===== src/rtl/dcache_flush_engine.sv =====
// ----------------------------------------------------------------------------
// dcache_flush_engine
//
// Purpose:
//   Memory-side initiator that walks every set/way of the 2-way data cache
//   SRAM and writes each line that needs it back to data memory over the
//   256-bit line interface. Scan order is way outer, set inner. After each
//   completed write-back a one-cycle strobe tells the SRAM to clear the dirty
//   bit of the line that was just written.
//
// Build option:
//   FLUSH_ALL_VALID_EN - when defined, every valid line is written back
//                        regardless of its dirty bit. When undefined (the
//                        default), only valid AND dirty lines are written.
//
// Ports:
//   clk_i             clock, all state on rising edge
//   rst_i             asynchronous active-high reset
//   flush_req_i       start a flush; only looked at while idle
//   flush_busy_o      high while a flush is in progress (CPU stall)
//   flush_done_o      one-cycle completion pulse
//   wb_count_o        lines written back by the last flush
//   sram_idx_o        set index driven to the SRAM read port
//   sram_way_o        way driven to the SRAM read port
//   sram_tag_i        tag entry {valid, dirty, tag[22:0]} at idx/way
//   sram_data_i       line data at idx/way
//   sram_clr_dirty_o  one-cycle strobe: clear dirty bit at idx/way
//   mem_enable_o      memory request valid
//   mem_write_o       request is a write (always with enable)
//   mem_addr_o        byte address {tag, idx, 5'b0}
//   mem_data_o        line being written
//   mem_ack_i         single-cycle memory completion pulse
//
// State table:
//   IDLE  | waiting for flush_req_i
//   READ  | inspect tag at idx/way, launch write-back if needed
//   WRITE | request held on the bus until mem_ack_i
//   CLEAR | dirty-clear strobe for the line just written
//   NEXT  | advance idx/way or finish
//   DONE  | completion pulse, busy drops on exit
// ----------------------------------------------------------------------------
module dcache_flush_engine #(
    parameter int NUM_SETS = 16,
    parameter int NUM_WAYS = 2,
    parameter int TAG_W    = 25,
    parameter int LINE_W   = 256,
    parameter int ADDR_W   = 32
) (
    input  logic                                      clk_i,
    input  logic                                      rst_i,
    input  logic                                      flush_req_i,
    output logic                                      flush_busy_o,
    output logic                                      flush_done_o,
    output logic [$clog2(NUM_SETS*NUM_WAYS+1)-1:0]    wb_count_o,
    output logic [$clog2(NUM_SETS)-1:0]               sram_idx_o,
    output logic [((NUM_WAYS > 1) ? $clog2(NUM_WAYS) : 1)-1:0] sram_way_o,
    input  logic [TAG_W-1:0]                          sram_tag_i,
    input  logic [LINE_W-1:0]                         sram_data_i,
    output logic                                      sram_clr_dirty_o,
    output logic                                      mem_enable_o,
    output logic                                      mem_write_o,
    output logic [ADDR_W-1:0]                         mem_addr_o,
    output logic [LINE_W-1:0]                         mem_data_o,
    input  logic                                      mem_ack_i
);

    localparam int IDX_W = $clog2(NUM_SETS);
    localparam int WAY_W = (NUM_WAYS > 1) ? $clog2(NUM_WAYS) : 1;
    localparam int CNT_W = $clog2(NUM_SETS * NUM_WAYS + 1);
    localparam int OFF_W = ADDR_W - (TAG_W - 2) - IDX_W;

    localparam logic [IDX_W-1:0] LAST_IDX = IDX_W'(NUM_SETS - 1);
    localparam logic [WAY_W-1:0] LAST_WAY = WAY_W'(NUM_WAYS - 1);

    // Tag entry layout: MSB valid, next bit dirty, the rest address tag.
    localparam int VALID_BIT = TAG_W - 1;
    localparam int DIRTY_BIT = TAG_W - 2;

    typedef enum logic [2:0] {
        ST_IDLE  = 3'd0,
        ST_READ  = 3'd1,
        ST_WRITE = 3'd2,
        ST_CLEAR = 3'd3,
        ST_NEXT  = 3'd4,
        ST_DONE  = 3'd5
    } state_t;

    state_t              state_q, state_d;
    logic [IDX_W-1:0]    idx_q, idx_d;
    logic [WAY_W-1:0]    way_q, way_d;
    logic                busy_q, busy_d;
    logic                done_q, done_d;
    logic                clr_q, clr_d;
    logic                en_q, en_d;
    logic                wr_q, wr_d;
    logic [ADDR_W-1:0]   addr_q, addr_d;
    logic [LINE_W-1:0]   data_q, data_d;
    logic [CNT_W-1:0]    cnt_q, cnt_d;
    logic                need_wb;

`ifdef FLUSH_ALL_VALID_EN
    assign need_wb = sram_tag_i[VALID_BIT];
`else
    // An invalid line is never written, even if its dirty bit is stale.
    assign need_wb = sram_tag_i[VALID_BIT] & sram_tag_i[DIRTY_BIT];
`endif

    always_ff @(posedge clk_i or posedge rst_i) begin
        if (rst_i) begin
            state_q <= ST_IDLE;
            idx_q   <= '0;
            way_q   <= '0;
            busy_q  <= 1'b0;
            done_q  <= 1'b0;
            clr_q   <= 1'b0;
            en_q    <= 1'b0;
            wr_q    <= 1'b0;
            addr_q  <= '0;
            data_q  <= '0;
            cnt_q   <= '0;
        end else begin
            state_q <= state_d;
            idx_q   <= idx_d;
            way_q   <= way_d;
            busy_q  <= busy_d;
            done_q  <= done_d;
            clr_q   <= clr_d;
            en_q    <= en_d;
            wr_q    <= wr_d;
            addr_q  <= addr_d;
            data_q  <= data_d;
            cnt_q   <= cnt_d;
        end
    end

    always_comb begin
        state_d = state_q;
        idx_d   = idx_q;
        way_d   = way_q;
        busy_d  = busy_q;
        done_d  = 1'b0;
        clr_d   = 1'b0;
        en_d    = en_q;
        wr_d    = wr_q;
        addr_d  = addr_q;
        data_d  = data_q;
        cnt_d   = cnt_q;

        unique case (state_q)
            ST_IDLE: begin
                if (flush_req_i) begin
                    state_d = ST_READ;
                    idx_d   = '0;
                    way_d   = '0;
                    busy_d  = 1'b1;
                    cnt_d   = '0;
                end
            end

            ST_READ: begin
                if (need_wb) begin
                    addr_d  = {sram_tag_i[DIRTY_BIT-1:0], idx_q, {OFF_W{1'b0}}};
                    data_d  = sram_data_i;
                    en_d    = 1'b1;
                    wr_d    = 1'b1;
                    state_d = ST_WRITE;
                end else begin
                    state_d = ST_NEXT;
                end
            end

            ST_WRITE: begin
                // Latency is unbounded; the request simply waits for ack.
                if (mem_ack_i) begin
                    en_d    = 1'b0;
                    wr_d    = 1'b0;
                    cnt_d   = cnt_q + 1'b1;
                    clr_d   = 1'b1;
                    state_d = ST_CLEAR;
                end
            end

            ST_CLEAR: begin
                state_d = ST_NEXT;
            end

            ST_NEXT: begin
                if (idx_q == LAST_IDX) begin
                    if (way_q == LAST_WAY) begin
                        done_d  = 1'b1;
                        state_d = ST_DONE;
                    end else begin
                        idx_d   = '0;
                        way_d   = way_q + 1'b1;
                        state_d = ST_READ;
                    end
                end else begin
                    idx_d   = idx_q + 1'b1;
                    state_d = ST_READ;
                end
            end

            ST_DONE: begin
                // A request seen here is dropped; a held request is picked
                // up again once back in IDLE.
                busy_d  = 1'b0;
                state_d = ST_IDLE;
            end

            default: begin
                state_d = ST_IDLE;
                busy_d  = 1'b0;
                en_d    = 1'b0;
                wr_d    = 1'b0;
            end
        endcase
    end

    assign flush_busy_o     = busy_q;
    assign flush_done_o     = done_q;
    assign wb_count_o       = cnt_q;
    assign sram_idx_o       = idx_q;
    assign sram_way_o       = way_q;
    assign sram_clr_dirty_o = clr_q;
    assign mem_enable_o     = en_q;
    assign mem_write_o      = wr_q;
    assign mem_addr_o       = addr_q;
    assign mem_data_o       = data_q;

endmodule


===== config.mk =====
export PLATFORM = sky130hd
export DESIGN_NAME = dcache_flush_engine
export DESIGN_NICKNAME = d
export VERILOG_FILES = /design/src/rtl/dcache_flush_engine.sv
export SDC_FILE = /design/constraint.sdc
export NUM_CORES = 1
export LEC_CHECK = 0
export ABC_AREA = 0
export CAP_MARGIN = 20
export CORE_AREA = 2 2 226 228
export DETAILED_ROUTE_END_ITERATION = 6
export DIE_AREA = 0 0 228 230
export GPL_ROUTABILITY_DRIVEN = 0
export GPL_TIMING_DRIVEN = 0
export PLACE_DENSITY_LB_ADDON = 0.1
export SYNTH_ARGS = -nofsm -noshare
export SYNTH_HDL_FRONTEND = slang
export SYNTH_SLANG_ARGS = --single-unit

===== constraint.sdc =====
create_clock -name clk_i -period 20.2 [get_ports clk_i]
set_clock_uncertainty 0.1 [all_clocks]
set_input_delay 6.06 -clock clk_i [delete_from_list [all_inputs] [get_ports clk_i]]
set_output_delay 6.06 -clock clk_i [all_outputs]
set_load 0.03 [all_outputs]

==> flow_summary.ini <==
[timing]
rsz0062_at_grt = no
finalHoldViolCount = 0
setup_violations = 0
period_share_pct = 39.3
finalCriticalPeriod_ns = 7.94
holdWs_ns = 0.404
maxSlewHeadroom_pct = 58.3
post-route-worst-setup-slack_ns = 12.26
worstMarginPinSlew_ns = 0.625
setup_tns_ns = 0
maxSlewViolCount = 0
max_freq_mhz = 126

[pwr]
max-vdd-ir-drop_mv = 0.0761
p_per_area_nw_per_um2 = 178
leakagePower_nw = 8.90

[cts]
clock_sinks = 301
post_cts_resized = 0
cts_tree = built
clockBufferDepth = 3
h-tree-depth = 2
clk_pin_slew_ns = 0.06
cts-root-buf = clkbuf_16
numCtsBuffers = 38
cts_hold_buf = 0
clk_latency_ns = 0.54
cts_setup_buffers = 0

[floorplanning]
row_count = 82
core-area_um2 = 49900
initial_core_util_pct = 25.7
die_h_um = 230
die_area_um2 = 52400
die_w_um = 228
io_pins = 589

[layout]
fillCellCount = 4680
areaGrowthSynthToFinish_pct = 62.5
fin_nets = 1617
drive_above_1_share_pct = 28.7
finalNonFillerCells = 2031
multi_input_area_um2 = 4650
regArea_um2 = 7530

[route]
routedWlPerCell_um = 20.5
routed_wl_mm = 41.6
drc = 0
viasPerCell = 4.01
drtAntennaViolNets = 0
drt_iter0_drc = 300
dr.pass1.iters = 4
via_count = 8148

[setup_path]
path_max_fanout = 4
cp.arrival_ns = 1.78
worstReg2RegEnd = mem_data_o[122]
crit_buf_inv = 2
r2r_slack_ns = 18.33
critical-path-top-delay-family = buffers and inverters
slowest_delay_ns = 0.65
crit_slowest_cell = clkdlybuf4s50_1
r2r_start = state_q[1]
rr_worst_depth = 6
crit_path_end_kind = output pin
required_ns = 14.04
path_cells = buf_4 > clkdlybuf4s50_1
crit_type = reg -> out
start_kind = register

[synthesis]
yosys-top-cells-count = 301 x dfrtp_1, 259 x mux2_4, 25 x mux2_2
synth_edf_count = 0
netlist_top_cells_area = dfrtp_1 59%, mux2_4 30%, buf_12 3.4%
synth-seq-cells = 301
ys_warn_count = 0
syn_inst = 702
synth.largest_area_cell = dfrtp_1
synth_cell_types = 42
synth.avg_cell_area_um2 = 18.3
synth_flop_cell = dfrtp_1
synthArstFlopShare_pct = 100
yosysTopAreaCellShare_pct = 58.7
yosysMostFrequentCell = dfrtp_1
yosysSeqAreaShare_pct = 58.7
syn-cell-area_um2 = 12800

[place]
dp.cells = 1962
port_buffers = 582
hpwl_mm = 31.4
dpl_worst_slack_ns = 11.91

[outcome]
outcome = completed

[grt]
grtUsageTotal_pct = 15.7
antenna_found_initial = 7
grt_pass1_wl_mm = 62.0
grt_max_degree = 110
grt_pass1_vias = 8917
overflow = 0

[worst_hold_path]
min_path_cells = 1
hp-start = mem_data_o[184]
hp-class = reg -> reg
holdPathEnd = mem_data_o[184]

[flow_run]
drv_cap = 0
[state kept, by name, indices dropped and copies added (netlist names)]
register,flops
mem_data_o,256
sram_way_o,1
sram_clr_dirty_o,1
wb_count_o,6
mem_write_o,1
mem_addr_o,27
flush_busy_o,1
sram_idx_o,4
state_q,3
flush_done_o,1
[worst max path at each step]
| stage | from | endpoint | cells past startpoint |
|---|---|---|---|
| finish | mem_write_o | mem_write_o | 2 |
| global route | wb_count_o[0] | wb_count_o[0] | 1 |
| CTS | mem_write_o | mem_write_o | 2 |
| detailed placement | rst_i | mem_data_o[128] | 4 |
| global placement | rst_i | mem_data_o[128] | 2 |
| floorplan | rst_i | flush_busy_o | 1 |
[power by group]
group / internal, mW / switching, mW
sequential: 0.899 / 0.167
clock: 0.421 / 0.263
combinational: 0.981 / 0.970
[cell type report]
type / count / share of cell area, %
tap: 672 / 4.04
clock inverter: 4 / 0.216
clock buffer: 62 / 5.83
sequential: 301 / 36.2
buffer: 43 / 3.07
antenna: 3 / 0.0360
timing repair buffer: 584 / 28.2
inverter: 4 / 0.108
multi-input combinational: 358 / 22.3
[cell families (layout without fill, tap and decap cells)]
| kind of cell | Yosys count | count (layout) | share of synthesized area, % |
|---|---|---|---|
| buf+inv | 47 | 697 | 5.10 |
| mux | 288 | 288 | 32.8 |
| flops | 301 | 301 | 58.7 |
| other cells | 1 | 8 | 0.0292 |
| compound gates | 24 | 24 | 1.26 |
| fa+ha+maj | 2 | 2 | 0.195 |
| simple gates | 39 | 39 | 1.83 |
[cell usage in the layout (no fill, tap or decap), types with 5 or more instances in the layout]
master and instances:
buf_12 22, nor2_1 5, clkbuf_1 12, clkbuf_16 41
dfrtp_1 301, clkdlybuf4s50_1 582, buf_8 7, mux2_4 259
nand2_1 10, o21ai_0 6, clkbuf_8 11, buf_4 8
conb_1 5, mux2_2 25
[routing by layer]
layer,up-vias,wire length [um],GRT usage (%)
met5,-,66,0
met1,4043,16400,18.4
met4,8,838,4.96
met2,316,21000,26.9
met3,54,3290,5.49
li1,3727,-,-
[per-stage QoR]
stage          power (mW)  util, %  instance area [um2]
3_3_place_gp         3.05     39.1                19500
4_1_cts              3.76     41.8                20800
3_5_place_dp         3.05     39.2                19600
5_1_grt              3.88     41.8                20800
6_report             3.70     41.8                20800
2_1_floorplan        2.22        -                12800
No activity file was read; power rests on OpenSTA's default activity.
==> variant (same flow settings) <==
The option `FLUSH_ALL_VALID_EN` is turned on by a define.
--- a/src/rtl/dcache_flush_engine.sv
+++ b/src/rtl/dcache_flush_engine.sv
@@ -39,6 +39,8 @@
 //   NEXT  | advance idx/way or finish
 //   DONE  | completion pulse, busy drops on exit
 // ----------------------------------------------------------------------------
+`define FLUSH_ALL_VALID_EN
+
 module dcache_flush_engine #(
     parameter int NUM_SETS = 16,
     parameter int NUM_WAYS = 2,
Check against the original RTL: not equivalent (a bounded check fails within 4 cycles, from zero or initial values and one cycle with rst_i high).
==> variant against the unedited design <==
- power fell by 3.2%
- first-iteration DRC count shrank 15%
- cell area fell by 6.2%
- die area stayed put
- count of clock-buffer cells in the layout fell by 1
- wire length shrank 4.0%
- register-to-register slack worse by 0.22 ns
- synthesized area shrank 10%
- critical path depth fell by 1
- sequential cell count unchanged
- worst setup slack worse by 0.0011 ns
==> variant: results (changes against the unedited design) <==
Worst endpoint data arrival time - 1.78 ns (about the same)
Met2 GRT Util - 25.8% (-1.1 points)
Layout cells sized above 1 - 26.7% (-2.0 points)
Syn Std Cell Area - 0.0115 mm2 (-10%)
Max FFs per register - 256 (unchanged)
Min-delay src - mem_data_o[24]$_DFFE_PP0P_
Iteration-0 DRC Markers - 256 (-15%)
Slowest library cell on the worst path - clkdlybuf4s50_1
Clock buffer depth - 3 (unchanged)
Worst IR Drop VDD - 87.4 uV (+15%)
Cell family with most CP delay - buffers and inverters
Total GRT Usage - 15.0% (-0.71 points)
Drt pass-1 iters - 4 (unchanged)
Post-CTS sizing - 0 (unchanged)
First-pass GRT wire length - 59,100 um (-4.7%)
Nets@finish - 1,614 (-0.19%)
Crit-path max FO - 7 (+3)
GR Util met3 - 7.06% (+1.6 points)
Worst skew pair latency - 0.55 ns
Leak pwr - 0.00800 uW (-10%)
GR Util met1 - 16.3% (-2.2 points)
Post-synthesis sequential area ratio - 65.3% (+6.5 points)
Post-DP HPWL - 30,900 um (-1.8%)
Fill cells - 4,834 (+3.3%)
Hold Path End - mem_data_o[24]$_DFFE_PP0P_
Initial antenna violation count - 5 (-2)
Pre-CTS setup slack - 12.11 ns (+0.199 ns)
H-tree levels - 2 (unchanged)
CTS root buf - clkbuf_16
Library cells used by synthesis - 34 (-19%)
CP peak stage delay - 0.75 ns (+0.10 ns)
Number of global-route vias before repair - 9,130 (+2.4%)
RR Endpoint - sram_way_o$_DFFE_PP0P_
Top-count cell post-synth - dfrtp_1
Largest net degree at the start of global routing - 113 (+2.7%)
FF-to-FF setup slack - 18.11 ns (-0.22 ns)
Top post-synthesis cells by count - dfrtp_1 (301), mux2_2 (263), buf_6 (20), mux2_1 (20), buf_4 (17)
Number of CTS-inserted buffers - 39 (+2.6%)
Synth warn - 0 (unchanged)
Worst slew pin tran - 0.958 ns (+0.332 ns)
Synth area leaders - dfrtp_1 (65%), mux2_2 (26%), buf_6 (2.0%)
Final WL - 39,900 um (-4.0%)
Maximum capacitance violations - 0 (unchanged)
Status - finished, final reports clean
# port buffers - 582 (unchanged)
Via count - 8,182 (+0.42%)
Reg2Reg Depth - 4 (-2)
-- variant: cell types whose count changed after synthesis, sizes merged, moves of 2 or more --
| cell | before | now |
|---|---|---|
| nand2b | 4 | 1 |
| nor2 | 5 | 8 |
| xnor2 | 0 | 3 |
| a22o | 0 | 2 |
| inv | 4 | 6 |
| o21a | 0 | 2 |
| o22ai | 0 | 2 |
| o2bb2ai | 3 | 1 |
-- variant: worst max path at each step --
stage,startpoint,to,slack (ns)
floorplan,rst_i,flush_busy_o$_DFFE_PP0P_,5.72
global placement,rst_i,mem_data_o[94]$_DFFE_PP0P_,0.63
detailed placement,sram_tag_i[24],mem_data_o[235]$_DFFE_PP0P_,12.11
CTS,sram_idx_o[2]$_DFFE_PP0P_,sram_idx_o[2],12.22
global route,sram_idx_o[2]$_DFFE_PP0P_,sram_idx_o[2],12.19
finish,sram_idx_o[2]$_DFFE_PP0P_,sram_idx_o[2],12.26
-- variant: final cells by class --
cell class | instances | area [um2] | area share [%]
clock buffers | 61 | 1180 | 6.04
diodes | 2 | 5.00 | 0.0256
inverters | 6 | 30.0 | 0.154
plain buffers | 41 | 372 | 1.90
clock inverters | 4 | 73.8 | 0.378
well taps | 672 | 841 | 4.30
flip-flops and latches | 301 | 7530 | 38.5
multi-input cells | 354 | 3630 | 18.6
repair buffers | 584 | 5880 | 30.1
-- variant: worst register-to-register path: cells and delay by family, from the launching register on --
family	cells	cell delay, ns
simple gates	1	0.84
buf+inv	2	0.42
flops	1	0.35
compound gates	1	0.20
-- variant: stage by stage --
step / total power, uW / util (%) / instance area [um2] / instances / hold slack (ns)
3_3_place_gp: 2930 / 36.5 / 18200 / 1956 / 0.368
5_1_grt: 3770 / 39.2 / 19500 / 2025 / 0.399
2_1_floorplan: 2090 / - / 11600 / 702 / 0.423
4_1_cts: 3650 / 39.2 / 19500 / 2023 / 0.387
6_report: 3580 / 39.2 / 19500 / 2025 / 0.383
3_5_place_dp: 2930 / 36.7 / 18300 / 1958 / 0.375
-- variant: layer usage --
layer  share of wire [%]  wire length, um  vias up
met2                  51            20300      342
met4                 2.1              829        6
met5                0.11               43        -
met3                  10             4160       58
li1                    -                -     3714
met1                  37            14600     4062
-- variant: logic make-up after synthesis --
family | after synthesis | share of synthesized area (%)
multiplexers | 286 | 27.9
AO/OA/AOI/OAI | 23 | 1.30
AND/OR/NAND/NOR | 35 | 1.64
buffers and inverters | 47 | 3.42
adder cells (fa/ha/maj) | 2 | 0.217
other | 1 | 0.0325
flip-flops | 301 | 65.3
XOR/XNOR | 3 | 0.228
-- variant: power breakdown --
group | total [uW] | internal [uW] | switching, uW | leakage (uW)
Combinational | 1840 | 848 | 992 | 0.00379
Clock | 686 | 424 | 262 | 0.000614
Sequential | 1060 | 904 | 152 | 0.00360
Total | 3580 | 2180 | 1410 | 0.00800
